**config.mk**
```make
export PLATFORM = sky130hd
export DESIGN_NAME = iter_shifter
export DESIGN_NICKNAME = d
export VERILOG_FILES = /design/src/rtl/iter_shifter_pkg.sv /design/src/rtl/iter_shifter_shift_step.sv /design/src/rtl/iter_shifter.sv
export SDC_FILE = /design/constraint.sdc
export NUM_CORES = 1
export LEC_CHECK = 0
export CAP_MARGIN = 30
export CORE_MARGIN = 8
export CORE_UTILIZATION = 48
export CTS_BUF_LIST = sky130_fd_sc_hd__clkbuf_2
export CTS_CLUSTER_SIZE = 10
export DETAILED_ROUTE_END_ITERATION = 12
export GPL_TIMING_DRIVEN = 0
export HOLD_SLACK_MARGIN = 0.03
export PLACE_DENSITY = 0.75
export SETUP_SLACK_MARGIN = 0.4
export SYNTH_ARGS = -nofsm -noshare
export SYNTH_HDL_FRONTEND = slang
export SYNTH_SLANG_ARGS = --single-unit
```
**constraint.sdc**
```tcl
create_clock -name clk -period 8 [get_ports clk]
set_input_delay 1.6 -clock clk [delete_from_list [all_inputs] [get_ports clk]]
set_output_delay 1.6 -clock clk [all_outputs]
set_load 0.03 [all_outputs]
```
**src/rtl/iter_shifter_pkg.sv**
```systemverilog
// Shared definitions for the iterative shifter: shift-mode codes and FSM states.
package iter_shifter_pkg;

  localparam logic [1:0] SHIFT_SLL  = 2'b00;
  localparam logic [1:0] SHIFT_SRL  = 2'b01;
  localparam logic [1:0] SHIFT_SRA  = 2'b10;
  localparam logic [1:0] SHIFT_ROTL = 2'b11;

  typedef enum logic {
    ST_IDLE = 1'b0,
    ST_RUN  = 1'b1
  } state_e;

endpackage

```
**src/rtl/iter_shifter_shift_step.sv**
```systemverilog
// shift_step: one combinational barrel stage, shifting acc by k (0..STEP)
// positions in the selected mode.
//   acc   : value being shifted
//   mode  : SLL / SRL / SRA / ROTL
//   k     : shift distance for this stage
//   res_c : shifted value (combinational)
module shift_step
  import iter_shifter_pkg::*;
#(
  parameter int unsigned WIDTH = 32,
  parameter int unsigned STEP  = 1,
  localparam int unsigned K_W  = $clog2(STEP + 1)
) (
  input  logic [WIDTH-1:0] acc,
  input  logic [1:0]       mode,
  input  logic [K_W-1:0]   k,
  output logic [WIDTH-1:0] res_c
);

  always_comb begin
    res_c = acc;
    case (mode)
      SHIFT_SLL:  res_c = acc << k;
      SHIFT_SRL:  res_c = acc >> k;
      // Sign bit is preserved each stage, so repeated stages keep the original fill.
      SHIFT_SRA:  res_c = WIDTH'($signed(acc) >>> k);
      // k=0 gives a right shift by WIDTH, which yields zero and leaves acc intact.
      SHIFT_ROTL: res_c = (acc << k) | (acc >> (WIDTH - 32'(k)));
      default:    res_c = acc;
    endcase
  end

endmodule

```
**src/rtl/iter_shifter.sv**
```systemverilog
// iter_shifter: multi-cycle shifter, up to STEP bit positions per clock.
//   clk, reset       : rising-edge clock, asynchronous active-high reset
//   start            : request, accepted only while idle
//   mode/shamt/shift_in : operation, amount and operand, sampled with start
//   shift_out        : result, updated only on done (or cleared by reset)
//   busy             : operation in flight
//   done             : one-cycle result-valid pulse
module iter_shifter
  import iter_shifter_pkg::*;
#(
  parameter int unsigned WIDTH   = 32,
  parameter int unsigned STEP    = 1,
  localparam int unsigned SHAMT_W = $clog2(WIDTH)
) (
  input  logic               clk,
  input  logic               reset,
  input  logic               start,
  input  logic [1:0]         mode,
  input  logic [SHAMT_W-1:0] shamt,
  input  logic [WIDTH-1:0]   shift_in,
  output logic [WIDTH-1:0]   shift_out,
  output logic               busy,
  output logic               done
);

  localparam int unsigned K_W = $clog2(STEP + 1);

  state_e             state_q, state_d;
  logic [WIDTH-1:0]   acc_q, acc_d;
  logic [SHAMT_W-1:0] rem_q, rem_d;
  logic [1:0]         mode_q, mode_d;
  logic [WIDTH-1:0]   out_q, out_d;
  logic               busy_q, busy_d;
  logic               done_q, done_d;

  logic [K_W-1:0]     k_c;
  logic [SHAMT_W-1:0] rem_next_c;
  logic [WIDTH-1:0]   step_res_c;

  // Distance for this cycle: min(STEP, remaining).
  always_comb begin
    if (rem_q >= SHAMT_W'(STEP)) begin
      k_c = K_W'(STEP);
    end else begin
      k_c = K_W'(rem_q);
    end
    rem_next_c = rem_q - SHAMT_W'(k_c);
  end

  shift_step #(
    .WIDTH (WIDTH),
    .STEP  (STEP)
  ) u_step (
    .acc   (acc_q),
    .mode  (mode_q),
    .k     (k_c),
    .res_c (step_res_c)
  );

  // State register.
  always_ff @(posedge clk or posedge reset) begin
    if (reset) begin
      state_q <= ST_IDLE;
      acc_q   <= '0;
      rem_q   <= '0;
      mode_q  <= '0;
      out_q   <= '0;
      busy_q  <= 1'b0;
      done_q  <= 1'b0;
    end else begin
      state_q <= state_d;
      acc_q   <= acc_d;
      rem_q   <= rem_d;
      mode_q  <= mode_d;
      out_q   <= out_d;
      busy_q  <= busy_d;
      done_q  <= done_d;
    end
  end

  // Next-state and output logic.
  always_comb begin
    state_d = state_q;
    acc_d   = acc_q;
    rem_d   = rem_q;
    mode_d  = mode_q;
    out_d   = out_q;
    busy_d  = busy_q;
    done_d  = 1'b0;

    case (state_q)
      ST_IDLE: begin
        if (start) begin
          acc_d   = shift_in;
          rem_d   = shamt;
          mode_d  = mode;
          busy_d  = 1'b1;
          state_d = ST_RUN;
        end
      end
      ST_RUN: begin
        // shamt=0 still spends one cycle here with k=0.
        acc_d = step_res_c;
        rem_d = rem_next_c;
        if (rem_next_c == '0) begin
          out_d   = step_res_c;
          done_d  = 1'b1;
          busy_d  = 1'b0;
          state_d = ST_IDLE;
        end
      end
      default: state_d = ST_IDLE;
    endcase
  end

  assign shift_out = out_q;
  assign busy      = busy_q;
  assign done      = done_q;

endmodule

```
# Yosys cells after proc, flatten, opt, wreduce, memory -nomap -nowiden
# Cells that the tools add are included.
[totals] reg_bits=74 inputBits=42 out_inout_bits=34 wordCells=40
[op_classes] addsub=2 magnitude_cmp=1 n_eq_ne=5 n_shift=4 n_mux=14 n_bitwise=2 n_reduce_logical=5
[op_table] op="32-bit case mux with 4 select lines" n=1
[op_table] op="32-bit case mux with 2 select lines" n=1
[op_table] op="32-bit two-way mux" n=1
[op_table] op="32-bit bitwise OR" n=1
[op_table] op="32-bit by 1-bit << shifter with 32-bit output" n=1
[op_table] op="32-bit by 1-bit >> shifter with 32-bit output" n=1
[op_table] op="32-bit by 32-bit >> shifter with 32-bit output" n=1
[op_table] op="32-bit by 1-bit >>> shifter with 32-bit output" n=1
[op_table] op="5-bit case mux with 2 select lines" n=1
[op_table] op="1-bit two-way mux" n=7
[op_table] op="6-bit by 1-bit subtractor with 7-bit output, first input constant" n=1
[op_table] op="2-bit AND reduction" n=3
[op_table] op="5-bit by 1-bit greater-or-equal comparator with 1-bit output, second input constant" n=1
[op_table] op="5-bit zero test" n=1
[op_table] op="5-bit two-way mux" n=1
[op_table] op="5-bit by 1-bit subtractor with 5-bit output" n=1
[op_table] op="2-bit == test, second input constant" n=2
[op_table] op="1-bit case mux with 2 select lines" n=2
[op_table] op="2-bit by 1-bit == test with 1-bit output, second input constant" n=1
[op_table] op="2-bit zero test" n=1
[op_table] op="2-bit by 1-bit inequality test with 1-bit output, second input constant" n=1
[op_table] op="2-bit inequality test, second input constant" n=1
[op_table] op="1-bit NOT" n=1

# Longest topological paths before layout
[logic_depth] depth_word=7 ltp_mapped=12 mapped_depth_nobuf=9

# By module
# From an unflattened synthesis, not the netlist that was laid out.
[hier_totals] cells_unflattened=369 area_unflattened_um2=3986.3
[by_module_without_submodules] mod="iter_shifter" n_inst=1 cells_each=258 area_each_um2=3280.6 seq_area_each_um2=1851.8
[by_module_without_submodules] mod="shift_step" n_inst=1 cells_each=111 area_each_um2=705.7 seq_area_each_um2=0.0

# Worst setup path before layout
# OpenSTA, ideal clock, no wires.
[synth_path] path_kind="register -> register" startpoint="reg rem_q[3]" endpoint="reg out_q[16] (netlist: shift_out[16])" setup_ns=0.130 arrival_ns=2.691 required_ns=7.870 path_slack_ns=5.179 stages_incl_launch_ff=13 n_path_buf=3 period_less_slack_ns=2.821 path_cell_list="dfrtp_1 > or4_1 > or2_1 > buf_6 > or2b_1 > inv_1 > ha_1 > xor2_1 > a2111o_1 > buf_4 > clkbuf_1 > nand2_1 > o21ai_1"
[synth_between] elab_chain_cells=6 word_cells_on_any_way=12 classes_between="add/sub (2); order compare (1); shift (4); mux (2); bitwise (1); reduce/logical (2)"
[synth_rtl] item="from (decl)" line_no="iter_shifter.sv:30" source="logic [SHAMT_W-1:0] rem_q, rem_d;"
[synth_rtl] item="from (signal assigned)" line_no="iter_shifter.sv:73" source="rem_q <= rem_d;"
[synth_rtl] item="5-bit by 1-bit greater-or-equal comparator with 1-bit output" line_no="iter_shifter.sv:42" source="if (rem_q >= SHAMT_W'(STEP)) begin"
[synth_rtl] item="1-bit two-way mux" line_no="iter_shifter.sv:42"
[synth_rtl] item="6-bit by 1-bit subtractor with 7-bit output" line_no="iter_shifter_shift_step.sv:28" source="SHIFT_ROTL: res_c = (acc << k) | (acc >> (WIDTH - 32'(k)));"
[synth_rtl] item="32-bit by 32-bit >> shifter with 32-bit output" line_no="iter_shifter_shift_step.sv:28"
[synth_rtl] item="32-bit bitwise OR" line_no="iter_shifter_shift_step.sv:28"
[synth_rtl] item="32-bit case mux with 4 select lines" line_no="iter_shifter_shift_step.sv:22" source="case (mode)"
[synth_rtl] item="to (signal assigned)" line_no="iter_shifter.sv:75" source="out_q <= out_d;"
[synth_rtl] item="to (decl)" line_no="iter_shifter.sv:32" source="logic [WIDTH-1:0] out_q, out_d;"
# Several ways; a longest one is shown, not always the timed one.
# A chain may end at the register's enable or synchronous reset.

# Worst setup path after layout
[layout_path] startpoint="reg rem_q[3]" endpoint="reg out_q[24] (netlist: shift_out[24])"
# Same word-level chain as after synthesis.

==> out/results.ini <==
[synthesis]
synthCells = 383
ys_seq_elements = 74
async_flop_share = 1.000
ys_top_cells_by_area = dfrtp_1 (48%), mux2i_1 (8.7%), mux2_2 (8.7%), a211oi_1 (6.6%), nor2b_1 (5.5%)
synth_edf_count = 0
yosys_warnings = 0
synth_top_area_frac = 0.4756
synth_nets = 427
synth.cell_area_um2 = 3894
synth_ff_type = dfrtp_1
seq_area_frac_synth = 0.4756
yosysMostFrequentCell = dfrtp_1
yosysTopAreaCell = dfrtp_1
synth_common_cells = dfrtp_1 (74), nand2_1 (42), a21oi_1 (37)
yosys.cell_types.count = 33
avgSynthCellArea_um2 = 10.17

[clocking]
postCtsSetupRepairBufs = 0
ctsResizeCount = 0
clk_latency_ns = 0.51
cts.path.max_buffers = 2
clkTransAtPathRegs_ns = 0.22
htreeDepth = 3
cts_made_buffers = 9
cts_tree = done
cts_hold_buf = 0
clockRootBuffer = clkbuf_2
cts.sinks = 74

[setup_path]
arrival_ns = 3.61
path_max_fanout = 10
start_kind = flip-flop
cp.required_ns = 8.39
slowest_delay_ns = 0.55
path_class = reg2reg
cp_cell_sequence = or4_1 -> or2_1 -> buf_6 -> or2b_1 -> inv_1 -> ha_1 -> xor2_1 -> a2111o_1 -> buf_4 -> clkbuf_1 -> nand2_1 -> o21ai_1
critPathSlowestCell = or4_1
crit_buf_inv = 4
crit_family = simple AND/OR/NAND/NOR gates
worst_setup_path_end_kind = flip-flop

[detailed_routing]
drtIter0Drc = 125
wl_per_cell_um = 17.13
drc = 0
viasPerCell = 5.458
ant_nets = 0
wl_mm = 9.918
drtPass1Iterations = 4
route.vias.total = 3160

[placed_design]
io_buffers = 74
hpwl_mm = 7.100
gp_congestion = 0.8251
dpl_cell_area_um2 = 4796

[layout]
n_fill_cell = 706
design_area_um2 = 4925
num_antenna_cells = 0
synthToLayoutAreaGrowth_pct = 26.48
fin_nets = 513
drive_gt1_frac = 0.1181
regArea_um2 = 1852
fin_util = 0.6117
multi_input_area_um2 = 1844

[grt]
grt_max_degree = 59
grt.total_usage = 0.1817
grt_remaining_overflow = 0
antenna_found_initial = 0
grt_pass1_wl_mm = 16.66
grt_pass1_vias = 3320

[timing]
hold_violations = 0
worst_pin_slew_ns = 0.5613
rsz0062_at_grt = false
fin_crit_sh = 0.4034
relSlewSlack = 0.6258
timing.hold.ws_ns = 0.5075
slew_violations = 0
clock_skew_ns = 0.02617
max_freq_mhz = 309.8
finalCriticalPeriod_ns = 3.227
setup_viol = 0
finalSetupTns_ns = 0

[run_status]
status = completed

[pwr]
switching_share = 0.4197
power_frac_comb = 0.551
p_int_w = 0.001198
cellLeakagePower_nw = 2.211
p_sw_w = 0.0008664
pwr-share-seq = 0.336
p_per_area_nw_per_um2 = 419.1
clockPowerShare = 0.113
vdd_drop_max_v = 0.0002139

[floorplan]
ios = 76
core-area_um2 = 8051
die_area_um2 = 11250
start_util = 0.4836
rows = 33
die_w_um = 106.1
die_y_um = 106.1

[flow_run]
maxCapViolations = 0

[hold_path]
hold_class = reg2reg

==> per-layer routing <==
layer	global-route usage	share of wire
met1	0.2378	0.47
met4	0.07035	0.018
met3	0.03993	0.047
met2	0.2878	0.47
met5	0	0
==> sequential cells by signal, summed over array words and instances (netlist names) <==
register and cells:
acc_q 32, busy 1, done 1, mode_q 2, rem_q 5, shift_out 32
state_q 1
==> cells in the final DEF (no fill, tap or decap), drive strengths merged <==
cell type,n
dfrtp,74
clkdlybuf4s50,74
nand2,42
a21oi,37
mux2i,34
nor2b,34
a211oi,34
o21ai,34
mux2,30
clkbuf,30
buf,11
nor2,8
inv,6
clkinv,4
xor2,2
or3,2
ha,2
bufinv,2
or4,1
or2,1
a2111o,1
or2b,1
nand2b,1
nand3,1
nor3b,1
nand3b,1
and2,1
o221ai,1
o211a,1
o22a,1
o21a,1
clkinvlp,1
==> per-stage QoR <==
step,std cells,power [W],worst slack (ns)
detailed placement,563,0.001840,4.711
global route,579,0.002233,4.620
floorplan,383,0.001492,4.518
finish,579,0.002064,4.773
global placement,562,0.001803,3.246
CTS,579,0.002077,4.747
==> area by class of cell <==
class | count | share of cell area
inverters | 6 | 0.005081
multi-input cells | 272 | 0.3745
well taps | 105 | 0.02668
flip-flops and latches | 74 | 0.3760
clock buffers | 9 | 0.009146
clock inverters | 7 | 0.01702
repair buffers | 75 | 0.1560
plain buffers | 31 | 0.03557
==> cell families after synthesis <==
kind of cell	share of synthesized area
AOI/OAI and AO/OA	0.1687
buffers and inverters	0.05077
xor gates and xnor gates	0.004500
and+or+nand+nor	0.1199
muxes	0.1742
DFF	0.4756
adders and majority gates	0.006426
==> power by group through the flow <==
stage	clock network [W]	logic, W	registers, W
after floorplan	0	0.000688	0.000804
after global placement	0	0.00111	0.000693
after detailed placement	0	0.00114	0.000698
after CTS	0.000239	0.00115	0.000692
after global routing	0.000255	0.00126	0.000722
final	0.000234	0.00114	0.000693
==> worst min-delay path: cells and delay by family (launching register included) <==
| kind | cells | cell delay (ns) |
|---|---|---|
| compound gates | 1 | 0.06 |
| flops | 1 | 0.38 |
| simple gates | 1 | 0.05 |
==> final timing paths <==
path | from | end | slack [ns] | cells past startpoint
max in group asynchronous | reset | acc_q[0] | 6.09 | 3
worst min register to register | shift_out[22] | shift_out[22] | 0.51 | 2
worst max-delay path | rem_q[3] | shift_out[24] | 4.77 | 12
min in group asynchronous | reset | shift_out[29] | 1.35 | 2
worst min-delay path | shift_out[22] | shift_out[22] | 0.51 | 2
worst max register to register | rem_q[3] | shift_out[24] | 4.77 | 12
(Power assumes the default switching activity.)
